File: src/rtl/sw_lane_port.sv
// sw_lane_port: ingress word FIFO that steers each word to one of two
// egress lanes. The lane is chosen by bit ROUTE_BIT of the word at the head
// of the FIFO. Words leave in FIFO order across both lanes.
//
// Optional feature macro: SW_LANE_PORT_STATS_EN
//   When it is defined, fwd_cnt_0/1 count the cycles with a valid on each lane.
//   When it is not defined, both outputs are tied to zero.
//
// state | meaning
// ------+---------------------------------------------------------------
// IDLE  | after reset; ingress pushes are accepted, nothing is forwarded
// FLUSH | one cycle; pointers, occupancy, valids, ovf and counters cleared
// RUN   | forwarding; pops whenever data is present and bp_q is low
module sw_lane_port #(
  parameter int DEPTH     = 16,
  parameter int FULL_TH   = 12,
  parameter int ROUTE_BIT = 2
) (
  input  logic        ap_clk,
  input  logic        ap_rst,
  input  logic        ap_start,
  input  logic        sw_ivld,
  input  logic [31:0] sw_idata,
  output logic        sw_ofw,
  output logic        sw_ovld_0,
  output logic        sw_ovld_1,
  output logic [31:0] sw_odata_0,
  output logic [31:0] sw_odata_1,
  input  logic        sw_bp,
  output logic        busy,
  output logic        ovf,
  output logic [31:0] fwd_cnt_0,
  output logic [31:0] fwd_cnt_1
);

  localparam int AW = $clog2(DEPTH);
  localparam int OW = $clog2(DEPTH) + 1;

  typedef enum logic [1:0] {
    ST_IDLE  = 2'd0,
    ST_FLUSH = 2'd1,
    ST_RUN   = 2'd2
  } state_t;

  state_t          state;
  state_t          state_nxt;
  logic            flush;
  logic            run;

  logic [31:0]     mem [DEPTH];
  logic [AW-1:0]   wr_ptr;
  logic [AW-1:0]   rd_ptr;
  logic [OW-1:0]   occ;
  logic            bp_q;

  logic            full;
  logic            empty;
  logic            push;
  logic            pop;
  logic            drop_ovf;
  logic [31:0]     head;
  logic            head_lane;

  // State register
  always_ff @(posedge ap_clk) begin
    if (ap_rst) state <= ST_IDLE;
    else        state <= state_nxt;
  end

  // Next-state logic and state decodes
  always_comb begin
    state_nxt = state;
    flush     = 1'b0;
    run       = 1'b0;
    case (state)
      ST_IDLE: begin
        if (ap_start) state_nxt = ST_FLUSH;
      end
      ST_FLUSH: begin
        flush     = 1'b1;
        state_nxt = ST_RUN;
      end
      ST_RUN: begin
        run = 1'b1;
        if (ap_start) state_nxt = ST_FLUSH;
      end
      default: state_nxt = ST_IDLE;
    endcase
  end

  // The full check uses the occupancy at the start of the cycle. A pop in the
  // same cycle does not make room for a word that arrives while the FIFO is full.
  assign full      = (occ == OW'(DEPTH));
  assign empty     = (occ == '0);
  assign push      = sw_ivld & ~full & ~flush;
  assign drop_ovf  = sw_ivld &  full & ~flush;
  assign pop       = run & ~empty & ~bp_q;
  assign head      = mem[rd_ptr];
  assign head_lane = head[ROUTE_BIT];

  // FIFO storage. Contents are not reset; occupancy alone defines which entries are live.
  always_ff @(posedge ap_clk) begin
    if (push) mem[wr_ptr] <= sw_idata;
  end

  // Pointers and occupancy. Pointers wrap naturally because DEPTH is a power of two.
  always_ff @(posedge ap_clk) begin
    if (ap_rst || flush) begin
      wr_ptr <= '0;
      rd_ptr <= '0;
      occ    <= '0;
    end else begin
      if (push) wr_ptr <= wr_ptr + AW'(1);
      if (pop)  rd_ptr <= rd_ptr + AW'(1);
      case ({push, pop})
        2'b10:   occ <= occ + OW'(1);
        2'b01:   occ <= occ - OW'(1);
        default: occ <= occ;
      endcase
    end
  end

  // Backpressure is registered once. This leaves room for one or two words in flight.
  always_ff @(posedge ap_clk) begin
    if (ap_rst) bp_q <= 1'b0;
    else        bp_q <= sw_bp;
  end

  // Almost-full flag, registered from the current occupancy
  always_ff @(posedge ap_clk) begin
    if (ap_rst) sw_ofw <= 1'b0;
    else        sw_ofw <= (occ >= OW'(FULL_TH));
  end

  // Egress registers. The data on each lane holds while its valid is low.
  always_ff @(posedge ap_clk) begin
    if (ap_rst) begin
      sw_ovld_0  <= 1'b0;
      sw_ovld_1  <= 1'b0;
      sw_odata_0 <= '0;
      sw_odata_1 <= '0;
    end else if (flush) begin
      sw_ovld_0  <= 1'b0;
      sw_ovld_1  <= 1'b0;
    end else begin
      sw_ovld_0 <= pop & ~head_lane;
      sw_ovld_1 <= pop &  head_lane;
      if (pop && !head_lane) sw_odata_0 <= head;
      if (pop &&  head_lane) sw_odata_1 <= head;
    end
  end

  // Sticky overflow flag, cleared only by reset or FLUSH
  always_ff @(posedge ap_clk) begin
    if (ap_rst || flush) ovf <= 1'b0;
    else if (drop_ovf)   ovf <= 1'b1;
  end

  assign busy = run & (~empty | sw_ovld_0 | sw_ovld_1);

`ifdef SW_LANE_PORT_STATS_EN
  logic [31:0] cnt_0;
  logic [31:0] cnt_1;

  // Per-lane forwarded-word counters. They wrap at 2^32.
  always_ff @(posedge ap_clk) begin
    if (ap_rst || flush) begin
      cnt_0 <= '0;
      cnt_1 <= '0;
    end else begin
      if (sw_ovld_0) cnt_0 <= cnt_0 + 32'd1;
      if (sw_ovld_1) cnt_1 <= cnt_1 + 32'd1;
    end
  end

  assign fwd_cnt_0 = cnt_0;
  assign fwd_cnt_1 = cnt_1;
`else
  assign fwd_cnt_0 = '0;
  assign fwd_cnt_1 = '0;
`endif

endmodule

File: config.mk
export PLATFORM = sky130hd
export DESIGN_NAME = sw_lane_port
export DESIGN_NICKNAME = d
export VERILOG_FILES = /design/src/rtl/sw_lane_port.sv
export SDC_FILE = /design/constraint.sdc
export NUM_CORES = 1
export LEC_CHECK = 0
export BUFFER_PORTS_ARGS = -buffer_cell sky130_fd_sc_hd__buf_2
export CAP_MARGIN = 15
export CORE_MARGIN = 1
export CORE_UTILIZATION = 38
export DETAILED_ROUTE_END_ITERATION = 7
export PLACE_DENSITY = 0.6
export SKIP_CTS_REPAIR_TIMING = 1
export SYNTH_ARGS = -nofsm -noshare
export SYNTH_HDL_FRONTEND = slang
export SYNTH_SLANG_ARGS = --single-unit
File: constraint.sdc
create_clock -name ap_clk -period 9.35 [get_ports ap_clk]
set_input_delay 2.805 -clock ap_clk [delete_from_list [all_inputs] [get_ports ap_clk]]
set_output_delay 2.805 -clock ap_clk [all_outputs]
set_load 0.01 [all_outputs]
# After elaboration in Yosys (flattened, before gate mapping)
# Memory sizes are Yosys's and may differ from the RTL's. A register that Yosys moved wholly into a read port is not among the register bits.
# Index checks and enable logic that the tools add are counted.
# Widths: inputs -> output; s select.
[classes] n_reduce_logical=11 n_bitwise=16 n_addsub=4 mux=9 magnitude_cmp=1 eq_ne=6
[ops] operator="$pmux 5 s2" count=1
[ops] operator="$and 1x1->1" count=9
[ops] operator="$add 4x1->4 const B" count=2
[ops] operator="$mux 4" count=2
[ops] operator="$add 5x1->5 const B" count=1
[ops] operator="$eq 5x5->1 const B" count=1
[ops] operator="$ge 5x4->1 const B" count=1
[ops] operator="$logic_not 5->1" count=1
[ops] operator="$not 1->1" count=5
[ops] operator="$sub 5x1->5 const B" count=1
[ops] operator="$eq 2x1->1 const B" count=2
[ops] operator="$eq 2x2->1 const B" count=2
[ops] operator="$mux 1" count=4
[ops] operator="$pmux 2 s2" count=1
[ops] operator="$reduce_and 2->1" count=2
[ops] operator="$reduce_or 2->1" count=2
[ops] operator="$logic_and 1x1->1" count=2
[ops] operator="$logic_not 2->1" count=1
[ops] operator="$mux 2" count=1
[ops] operator="$ne 2x1->1 const B" count=1
[ops] operator="$or 1x1->1" count=2
[ops] operator="$reduce_bool 2->1" count=1
[ops] operator="$logic_not 1->1" count=1
[ops] operator="$logic_or 1x1->1" count=1
[word_totals] regBits=84 n_memories=1 out_inout_bits=133 elab_cells=59 mem_bits_rw=512
[memory_table] memory="mem" words=16 word_bits=32 read_ports=1 rd_ports_with_merged_regs=1 wr=1 line_no="50" rtl="logic [31:0] mem [DEPTH];"

# Logic depth before layout (Yosys ltp)
# Gate-level depths: netlist of the first run.
[depth] ltp_word=6 ltp_mapped=16 ltp_nobuf=12

# Least setup slack after synthesis of the first run
# No wires, ideal clock.
[synth_timing] path_type="input to register" start="input port sw_ivld" end="memory mem[3][0], enable pin" arrival_time_ns=5.670 slack_ns=3.219 path_stages=4 required_ns=8.889 cell_sequence="inv_1 a211oi_2 nand2_1 nor3_1"
[synth_between] elab_chain_cells=4
[synth_rtl] element="start: declaration" line_no="22" rtl="input logic sw_ivld,"
[synth_rtl] element="$and 1x1->1 (2 in series)" line_no="95" rtl="assign push = sw_ivld & ~full & ~flush;"
[synth_rtl] element="$mux 1" line_no="103" rtl="if (push) mem[wr_ptr] <= sw_idata;"
[synth_rtl] element="$mux 1 (implied by the code)" line_no="103"
[synth_rtl] element="end: declaration" line_no="50"
# No other way between the ends.

# Final worst setup path of the first run
[layout_timing] start="register occ[0]" end="output port busy"
[layout_between] elab_chain_cells=5
[layout_rtl] element="start: declaration" line_no="53" rtl="logic [OW-1:0] occ;"
[layout_rtl] element="start signal: assignment" line_no="116" rtl="2'b10: occ <= occ + OW'(1);"
[layout_rtl] element="start signal: assignment" line_no="117" rtl="2'b01: occ <= occ - OW'(1);"
[layout_rtl] element="$logic_not 5->1" line_no="94" rtl="assign empty = (occ == '0);"
[layout_rtl] element="$not 1->1" line_no="159" rtl="assign busy = run & (~empty | sw_ovld_0 | sw_ovld_1);"
[layout_rtl] element="$or 1x1->1 (2 in series)" line_no="159"
[layout_rtl] element="$and 1x1->1" line_no="159"
[layout_rtl] element="end: declaration" line_no="30" rtl="output logic busy,"
# No other way between the ends.

==> results of run 1 <==
-- per-layer routing --
metal	vias up	global-route usage	wire length (um)
li1	5429	-	-
met1	6442	0.246	23800
met2	508	0.275	25700
met3	81	0.0335	4120
met4	0	0.0476	1090
met5	-	0	0
-- path summary, 6_finish.rpt --
path	startpoint	end	slack, ps
min reg2reg	sw_odata_1[2]$_SDFFE_PP0P_	sw_odata_1[2]$_SDFFE_PP0P_	460
max reg2reg	state[1]$_SDFFE_PP0P_	occ[4]$_SDFFE_PP0P_	5230
min	sw_odata_1[2]$_SDFFE_PP0P_	sw_odata_1[2]$_SDFFE_PP0P_	460
max	occ[0]$_SDFFE_PP0P_	busy	4540
-- final cells by class --
cell class,count,area (um2),share of cell area
flip-flops and latches,600,17100,0.635
well taps,837,1050,0.0388
clock buffers,80,1670,0.0619
clock inverters,31,353,0.0131
repair buffers,137,851,0.0315
inverters,10,37.5,0.00139
multi-input cells,615,5880,0.218
-- cells in the final DEF (no fill, tap or decap), types with 8 or more instances in the layout --
cell type	synthesis	routed
sky130_fd_sc_hd__inv_1	9	9
sky130_fd_sc_hd__conb_1	1	64
sky130_fd_sc_hd__buf_4	77	27
sky130_fd_sc_hd__nor2_1	34	21
sky130_fd_sc_hd__edfxtp_1	512	512
sky130_fd_sc_hd__mux2i_1	10	10
sky130_fd_sc_hd__clkinv_2	0	8
sky130_fd_sc_hd__clkbuf_16	0	62
sky130_fd_sc_hd__nand2_1	47	47
sky130_fd_sc_hd__nand4_1	36	36
sky130_fd_sc_hd__o211ai_1	30	30
sky130_fd_sc_hd__nor2_4	0	13
sky130_fd_sc_hd__dfxtp_1	88	86
sky130_fd_sc_hd__mux4_2	124	124
sky130_fd_sc_hd__a22oi_1	64	64
sky130_fd_sc_hd__a21oi_1	67	67
sky130_fd_sc_hd__o31ai_1	34	34
sky130_fd_sc_hd__clkbuf_1	35	13
sky130_fd_sc_hd__nand3_1	34	33
sky130_fd_sc_hd__buf_2	21	105
sky130_fd_sc_hd__clkinv_1	0	11
-- power by group through the flow --
stage | sequential [mW] | combinational, mW | clock (mW)
2_1_floorplan | 3.00 | 0.131 | 0
3_3_place_gp | 3.00 | 0.188 | 0
3_5_place_dp | 3.00 | 0.193 | 0
4_1_cts | 2.94 | 0.193 | 2.50
5_1_grt | 2.94 | 0.209 | 2.59
6_report | 2.94 | 0.192 | 2.45
-- logic make-up (layout without fill, tap and decap cells) --
logic type / count (synthesis) / in the layout / share of synthesized area
xor+xnor: 10 / 10 / 0.00368
mux: 134 / 134 / 0.122
buf+inv: 169 / 258 / 0.0479
compound gates: 214 / 214 / 0.0623
fa+ha+maj: 7 / 7 / 0.00368
other cells: 1 / 64 / 0.000158
flops: 600 / 600 / 0.721
simple gates: 186 / 186 / 0.0400
-- flip-flops by register name, indices dropped and copies added (netlist names), 2 cells and up, named ones only --
register    count
mem           512
occ             5
rd_ptr          4
state           2
sw_odata_0     32
sw_odata_1     32
wr_ptr          4
-- tightest hold or removal path, delay by kind of cell, from the launching register on --
kind / cells / cell delay, ps
AO/OA/AOI/OAI: 1 / 60
buffers and inverters: 1 / 50
flip-flops: 1 / 300
-- metrics by stage --
stage          hold WS, ps  power, mW  instances  setup slack, ps  utilization
6_report               455       5.58       2310             4540        0.436
5_1_grt                485       5.74       2310             4410        0.436
3_5_place_dp           451       3.19       2194             3980        0.402
2_1_floorplan          471       3.13       1384             3220            -
3_3_place_gp           446       3.18       2194             4050        0.402
4_1_cts                461       5.63       2305             4530        0.434
==> metrics.md, run 1 <==
| Metric | Value |
|---|---|
| Outcome | `completed` |
| Number of buffers added on ports | `approximately 110` |
| Number of nets in the layout | `around 1500` |
| Number of design-rule violations left by the first detailed-router iteration | `1066` |
| Filler instances | `5346` |
| Type of element launching the critical path | `register` |
| Routed Wire Length | `54800 um` |
| Min-Delay Path Depth | `2` |
| Clock share of power | `0.439` |
| Antenna cells | `0` |
| Data arrival time of the critical path | `around 2000 ps` |
| Area after DPL | `about 25000 um2` |
| CP Cell Sequence | `nor4_4 > nand2_2 > nor3_1 > nor3b_1 > buf_2` |
| Path type of the worst setup path | `register to output port` |
| Clock-pin transition on the worst setup and hold timing paths | `60 ps` |
| Post-synth ARST share | `0` |
| I/O pins | `170` |
| Count of unique library cells instantiated by Yosys | `56` |
| Synth Warn # | `0` |
| Total global routing track utilization | `0.174` |
| Number of hold violations in the final report | `0` |
| Worst IR Drop VDD | `0.000147 V` |
| Power per cell area | `207 nW/um2` |
| Netlist area before placement | `approximately 24000 um2` |
| Type of destination of the critical path | `output port` |
| Overflow left after global routing | `0` |
| Leakage power | `roughly 8.7 nW` |
| Starting density of the core | `0.385` |
| Cells after Synth | `about 1300` |
| Clock Tree Root | `sky130_fd_sc_hd__clkbuf_16` |
| Internal Power | `~4.4 mW` |
| Die area | `roughly 64000 um2` |
| Number of max-slew violations in the final report | `0` |
| Period Utilization, post-route | `0.514` |
| First-pass iteration count of the detailed router | `5` |
| Post-synth top area share | `0.647` |
| Clock network latency to the later pin of the worst-skew pair | `approximately 630 ps` |
| Via count of the first global-routing pass | `12500` |
| Clock tree sinks | `600` |
| Row count | `slightly above 90` |
| Highest clock rate | `0.208 GHz` |
| Max-capacitance violation count | `0` |
| Top area cells in the synthesized netlist | `sky130_fd_sc_hd__edfxtp_1 65%, sky130_fd_sc_hd__mux4_2 12%, sky130_fd_sc_hd__dfxtp_1 7.4%, sky130_fd_sc_hd__buf_4 2.4%, sky130_fd_sc_hd__a22oi_1 2.0%` |
| Gp weighted congestion | `slightly below 0.8` |
| Leading cell type by number of instances after synthesis | `sky130_fd_sc_hd__edfxtp_1` |
| Final Setup Violations | `0` |
| Slowest-stage cell, CP | `sky130_fd_sc_hd__dfxtp_1` |
| Half-perimeter wire length after placement | `32000 um` |
| Crit path time final | `~4800 ps` |
| Dominant delay contributor by cell family on the critical path | `simple AND/OR/NAND/NOR gates` |
| WP buf/inv | `1` |
| Register-to-Register Path Depth | `12` |
| Flip-flop and latch count after synthesis | `600` |
| Number of flops mapped to enable cells by yosys | `~510` |
| Switching power share of the total | `0.207` |
| Largest fanout on the critical path | `8` |
| Slew at the pin with the worst max-slew slack | `roughly 1200 ps` |
| Antenna viol nets, final | `0` |
| Pin count of the biggest net entering global routing | `72` |
| Area Growth Syn to Fin | `13.5%` |
| Average wire per standard cell | `roughly 24 um` |
| Clk_skew | `slightly below 20 ps` |
| Sequential element share of the synthesized area | `0.721` |
| Portion of total power attributed to sequential cells | `0.527` |
| Main flop type after synthesis | `sky130_fd_sc_hd__edfxtp_1` |
| Core area | `61800 um2` |
| WP depth | `5` |
| Number of buffers added by the clock tree synthesis step | `a little over 60` |
| Maximum clock insertion buffer count | `3` |
| DRC errors left | `0` |
| Initial antenna violation count | `1` |
| Slowest cell delay on critical path | `420 ps` |
| Chip width | `roughly 250 um` |
| CTS tree | `done` |
| Class of the worst hold path | `register to register` |
| Most instantiated cells after synthesis | `512 x sky130_fd_sc_hd__edfxtp_1, 124 x sky130_fd_sc_hd__mux4_2, 88 x sky130_fd_sc_hd__dfxtp_1, 77 x sky130_fd_sc_hd__buf_4, 67 x sky130_fd_sc_hd__a21oi_1` |
| Average footprint of a synthesized cell | `about 18 um2` |
| First-pass GRT wire length | `just over 80000 um` |
| Layout cells sized above 1 | `0.263` |
| Synth area leader | `sky130_fd_sc_hd__edfxtp_1` |
| Net Switching | `between 1 and 1.5 mW` |
| Data required, critical path | `around 6600 ps` |
| Depth of the CTS H-tree | `2` |
| Combinational cell fraction of total power | `0.034` |
| Average via count per standard cell | `about 5.4` |
| Routed via count | `approximately 12000` |
| Sum of negative setup slack | `0 ps` |
| Unrepaired setup endpoints after global routing | `no` |
| Die boundary height | `252 um` |
| Normalized max-slew margin | `0.199` |
| Area of all placed cells without fillers | `~27000 um2` |
No activity file was read; power rests on OpenSTA's default activity.
==> run 2, diff against run 1 <==
Settings changed: ABC_AREA set to 1.
Clock period 9.35 ns to 5 ns, I/O delays scaled along.
==> run 2 against run 1 <==
Sequential power up 88%. Design area rose by 0.66%. Global-route usage is 1.1 points higher. Register-to-register slack worse by 3400 ps.
==> metrics.md, run 2 <==
| Metric | Value |
|---|---|
| Non-filler cells, final | `3043 (was 2310)` |
| Total global routing track utilization | `0.185 (was 0.174)` |
| Cells after Synth | `2075 (was 1321)` |
| Registers with the most flip-flops | `mem (512), sw_odata_0 (32), sw_odata_1 (32) (unchanged)` |
| Number of hold violations in the final report | `0 (unchanged)` |
| Row count | `92 (was 91)` |
| Min-Delay Startpoint | `state[0]$_SDFFE_PP0P_ (was sw_odata_1[2]$_SDFFE_PP0P_)` |
| Count of unique library cells instantiated by Yosys | `31 (was 56)` |
| Leading cell type by number of instances after synthesis | `sky130_fd_sc_hd__nor2_1 (was sky130_fd_sc_hd__edfxtp_1)` |
| Number of cells after detailed placement | `2931 (was 2194)` |
| Most instantiated cells after synthesis | `515 x sky130_fd_sc_hd__nor2_1, 512 x sky130_fd_sc_hd__edfxtp_1, 257 x sky130_fd_sc_hd__o21ai_0, 183 x sky130_fd_sc_hd__nand2_1, 88 x sky130_fd_sc_hd__dfxtp_1 (was 512 x sky130_fd_sc_hd__edfxtp_1, 124 x sky130_fd_sc_hd__mux4_2, 88 x sky130_fd_sc_hd__dfxtp_1, 77 x sky130_fd_sc_hd__buf_4, 67 x sky130_fd_sc_hd__a21oi_1)` |
| Synth Warn # | `0 (unchanged)` |
| Area after DPL | `25300 um2 (was 24800 um2)` |
| Slew at the pin with the worst max-slew slack | `986 ps (was 1200 ps)` |
| Slowest cell delay on critical path | `880 ps (was 420 ps)` |
| Clock Tree Root | `sky130_fd_sc_hd__clkbuf_16 (unchanged)` |
| Most frequent cells in the layout | `512 x sky130_fd_sc_hd__edfxtp_1, 499 x sky130_fd_sc_hd__nor2_1, 257 x sky130_fd_sc_hd__o21ai_0 (was 512 x sky130_fd_sc_hd__edfxtp_1, 124 x sky130_fd_sc_hd__mux4_2, 105 x sky130_fd_sc_hd__buf_2)` |
| Type of element launching the critical path | `register (unchanged)` |
| Period Utilization, post-route | `0.637` |
| Via count of the first global-routing pass | `14400 (was 12500)` |
| Area Growth Syn to Fin | `12.5% (was 13.5%)` |
| Number of nets in the layout | `2189 (was 1469)` |
| Pin count of the biggest net entering global routing | `95 (was 72)` |
| Initial antenna violation count | `3 (was 1)` |
| Antenna viol nets, final | `0 (unchanged)` |
| Minimum setup slack after placement | `1270 ps (was 3980 ps)` |
| Chip width | `254 um (was 252 um)` |
| Layout cells sized above 1 | `0.114 (was 0.263)` |
| Post-layout power | `10.4 mW (was 5.58 mW)` |
| Register-to-Register Path Depth | `8 (was 12)` |
| Power per cell area | `383 nW/um2 (was 207 nW/um2)` |
| Crit path time final | `about 3200 ps` |
| DRC errors left | `0 (unchanged)` |
| Clock tree sinks | `600 (unchanged)` |
| Data required, critical path | `5550 ps (was 6550 ps)` |
| Die boundary height | `254 um (was 252 um)` |
| Number of max-slew violations in the final report | `0 (unchanged)` |
| Maximum clock insertion buffer count | `3 (unchanged)` |
| Number of buffers added by the clock tree synthesis step | `58 (was 61)` |
| Sequential element share of the synthesized area | `0.710 (was 0.721)` |
| Number of design-rule violations left by the first detailed-router iteration | `1622 (was 1066)` |
| Largest fanout on the critical path | `94 (was 8)` |
| Class of the worst hold path | `register to register (unchanged)` |
| Reg with most FFs | `mem (unchanged)` |
| First-pass iteration count of the detailed router | `5 (unchanged)` |
| End point of the critical path | `sw_odata_1[6]$_SDFFE_PP0P_ (was busy)` |
| Routed Wire Length | `59400 um (was 54800 um)` |
| Area of all placed cells without fillers | `27200 um2 (was 27000 um2)` |
| Clk_skew | `22.3 ps (was 19.4 ps)` |
| Post-route worst setup slack | `1810 ps (was 4540 ps)` |
| Average wire per standard cell | `19.5 um (was 23.7 um)` |
| Highest clock rate | `around 0.31 GHz` |
| Top area cells in the synthesized netlist | `sky130_fd_sc_hd__edfxtp_1 64%, sky130_fd_sc_hd__nor2_1 8.0%, sky130_fd_sc_hd__dfxtp_1 7.3%, sky130_fd_sc_hd__o21ai_0 5.3%, sky130_fd_sc_hd__nand2_1 2.8% (was sky130_fd_sc_hd__edfxtp_1 65%, sky130_fd_sc_hd__mux4_2 12%, sky130_fd_sc_hd__dfxtp_1 7.4%, sky130_fd_sc_hd__buf_4 2.4%, sky130_fd_sc_hd__a22oi_1 2.0%)` |
| Average footprint of a synthesized cell | `11.6 um2 (was 18.0 um2)` |
| Setup slack, reg-to-reg | `1810 ps (was 5230 ps)` |
| Clock network latency to the later pin of the worst-skew pair | `620 ps (was 630 ps)` |
| Main flop type after synthesis | `sky130_fd_sc_hd__edfxtp_1 (unchanged)` |
| Number of flops mapped to enable cells by yosys | `512 (unchanged)` |
| Depth of the CTS H-tree | `2 (unchanged)` |
| Most common cell after layout, fill and taps aside | `sky130_fd_sc_hd__edfxtp_1 (unchanged)` |
| Worst IR Drop VDD | `0.000257 V (was 0.000147 V)` |
| Clock-pin transition on the worst setup and hold timing paths | `60 ps (about the same)` |
| Max FFs per register | `512 (unchanged)` |
| Post-synth ARST share | `0 (unchanged)` |
| Max-capacitance violation count | `0 (unchanged)` |
| Die area | `64500 um2 (was 63600 um2)` |
| Slowest-stage cell, CP | `sky130_fd_sc_hd__buf_4 (was sky130_fd_sc_hd__dfxtp_1)` |
| Leakage power | `9.69 nW (was 8.66 nW)` |
| Gp weighted congestion | `0.786 (was 0.769)` |
| Final Setup Violations | `0 (unchanged)` |
| Netlist area before placement | `24100 um2 (was 23800 um2)` |
| Average via count per standard cell | `5.06 (was 5.39)` |
| Final worst hold slack | `415 ps (was 455 ps)` |
| Routed via count | `15400 (was 12500)` |
| Starting density of the core | `0.383 (was 0.385)` |
| Number of buffers added on ports | `105 (unchanged)` |
| Post-synth top area share | `0.637 (was 0.647)` |
| Half-perimeter wire length after placement | `33600 um (was 32000 um)` |
| Unrepaired setup endpoints after global routing | `no (unchanged)` |
| Overflow left after global routing | `0 (unchanged)` |
| Core area | `63000 um2 (was 61800 um2)` |
| Normalized max-slew margin | `0.342 (was 0.199)` |
| Reg-to-Reg End | `sw_odata_1[6]$_SDFFE_PP0P_ (was occ[4]$_SDFFE_PP0P_)` |
| Final design utilization | `0.431 (was 0.436)` |
| Flip-flop and latch count after synthesis | `600 (unchanged)` |
| Type of destination of the critical path | `register (was output port)` |
| Outcome | `completed (unchanged)` |
| Data arrival time of the critical path | `3740 ps (was 2000 ps)` |
| Synth area leader | `sky130_fd_sc_hd__edfxtp_1 (unchanged)` |
| Sum of negative setup slack | `0 ps (unchanged)` |
| Path type of the worst setup path | `register to register (was register to output port)` |
| I/O pins | `170 (unchanged)` |
| CP Cell Sequence | `inv_6 > buf_4 > o21ai_0 > o221ai_1 > nand3_1 > nand2_1 > nor2_1 > nor2_1 (was nor4_4 > nand2_2 > nor3_1 > nor3b_1 > buf_2)` |
| First-pass GRT wire length | `89700 um (was 81700 um)` |
| Most prevalent standard cell on the critical path | `sky130_fd_sc_hd__nor2_1` |
| CTS tree | `done (unchanged)` |
## run 2: cell count changes in the layout (fill, tap and decap cells not counted), sizes merged, moves of 10 or more
cell    change
a22oi      -64
nand4      -34
o31ai      -34
o221ai     +40
a21oi      -58
nand2     +136
nor2      +481
o211ai     +52
inv        +74
mux4      -124
o21ai     +262
nand3      +40
mux2i      -10
## run 2: area by class of cell
type                    count  area [um2]
clock buffers              80        1650
flip-flops and latches    600       17100
multi-input cells        1262        5960
well taps                 846        1060
fillers                  5794       35800
clock inverters            29         230
repair buffers            136         771
inverters                  87         332
diodes                      3        7.51
## run 2: logic make-up (layout without fill, tap and decap cells)
family / after synthesis / in the layout / share of synthesized area
xor gates and xnor gates: 7 / 7 / 0.00254
AOI/OAI and AO/OA: 402 / 402 / 0.0986
DFF: 600 / 600 / 0.710
buffers and inverters: 276 / 332 / 0.0580
and+or+nand+nor: 782 / 782 / 0.127
other: 1 / 67 / 0.000155
adders and majority gates: 7 / 7 / 0.00363
## run 2: worst min path at each step
stage | endpoint | slack (ps) | cells past startpoint
after floorplan | state[0]$_SDFFE_PP0P_ | 390 | 1
after global placement | state[0]$_SDFFE_PP0P_ | 400 | 1
after detailed placement | state[0]$_SDFFE_PP0P_ | 400 | 1
after CTS | state[0]$_SDFFE_PP0P_ | 420 | 1
after global routing | state[0]$_SDFFE_PP0P_ | 440 | 1
final | state[0]$_SDFFE_PP0P_ | 420 | 1
## run 2: critical path: cells and delay by family, from the launching register on
family / cells / cell delay, ps
AOI/OAI and AO/OA: 2 / 460
and+or+nand+nor: 4 / 650
DFF: 1 / 520
buffers and inverters: 2 / 1400
## run 2: power breakdown
group          switching (mW)  internal [mW]
logic                   0.403          0.131
clock network            1.83           2.50
registers              0.0342           5.50
## run 2: routing by layer
layer  vias up  wire [um]  GRT usage
met5         -          0          0
met4         0        982     0.0410
met3        67       3900     0.0350
met2       546      27400      0.293
met1      7505      27200      0.262
li1       7286          -          -
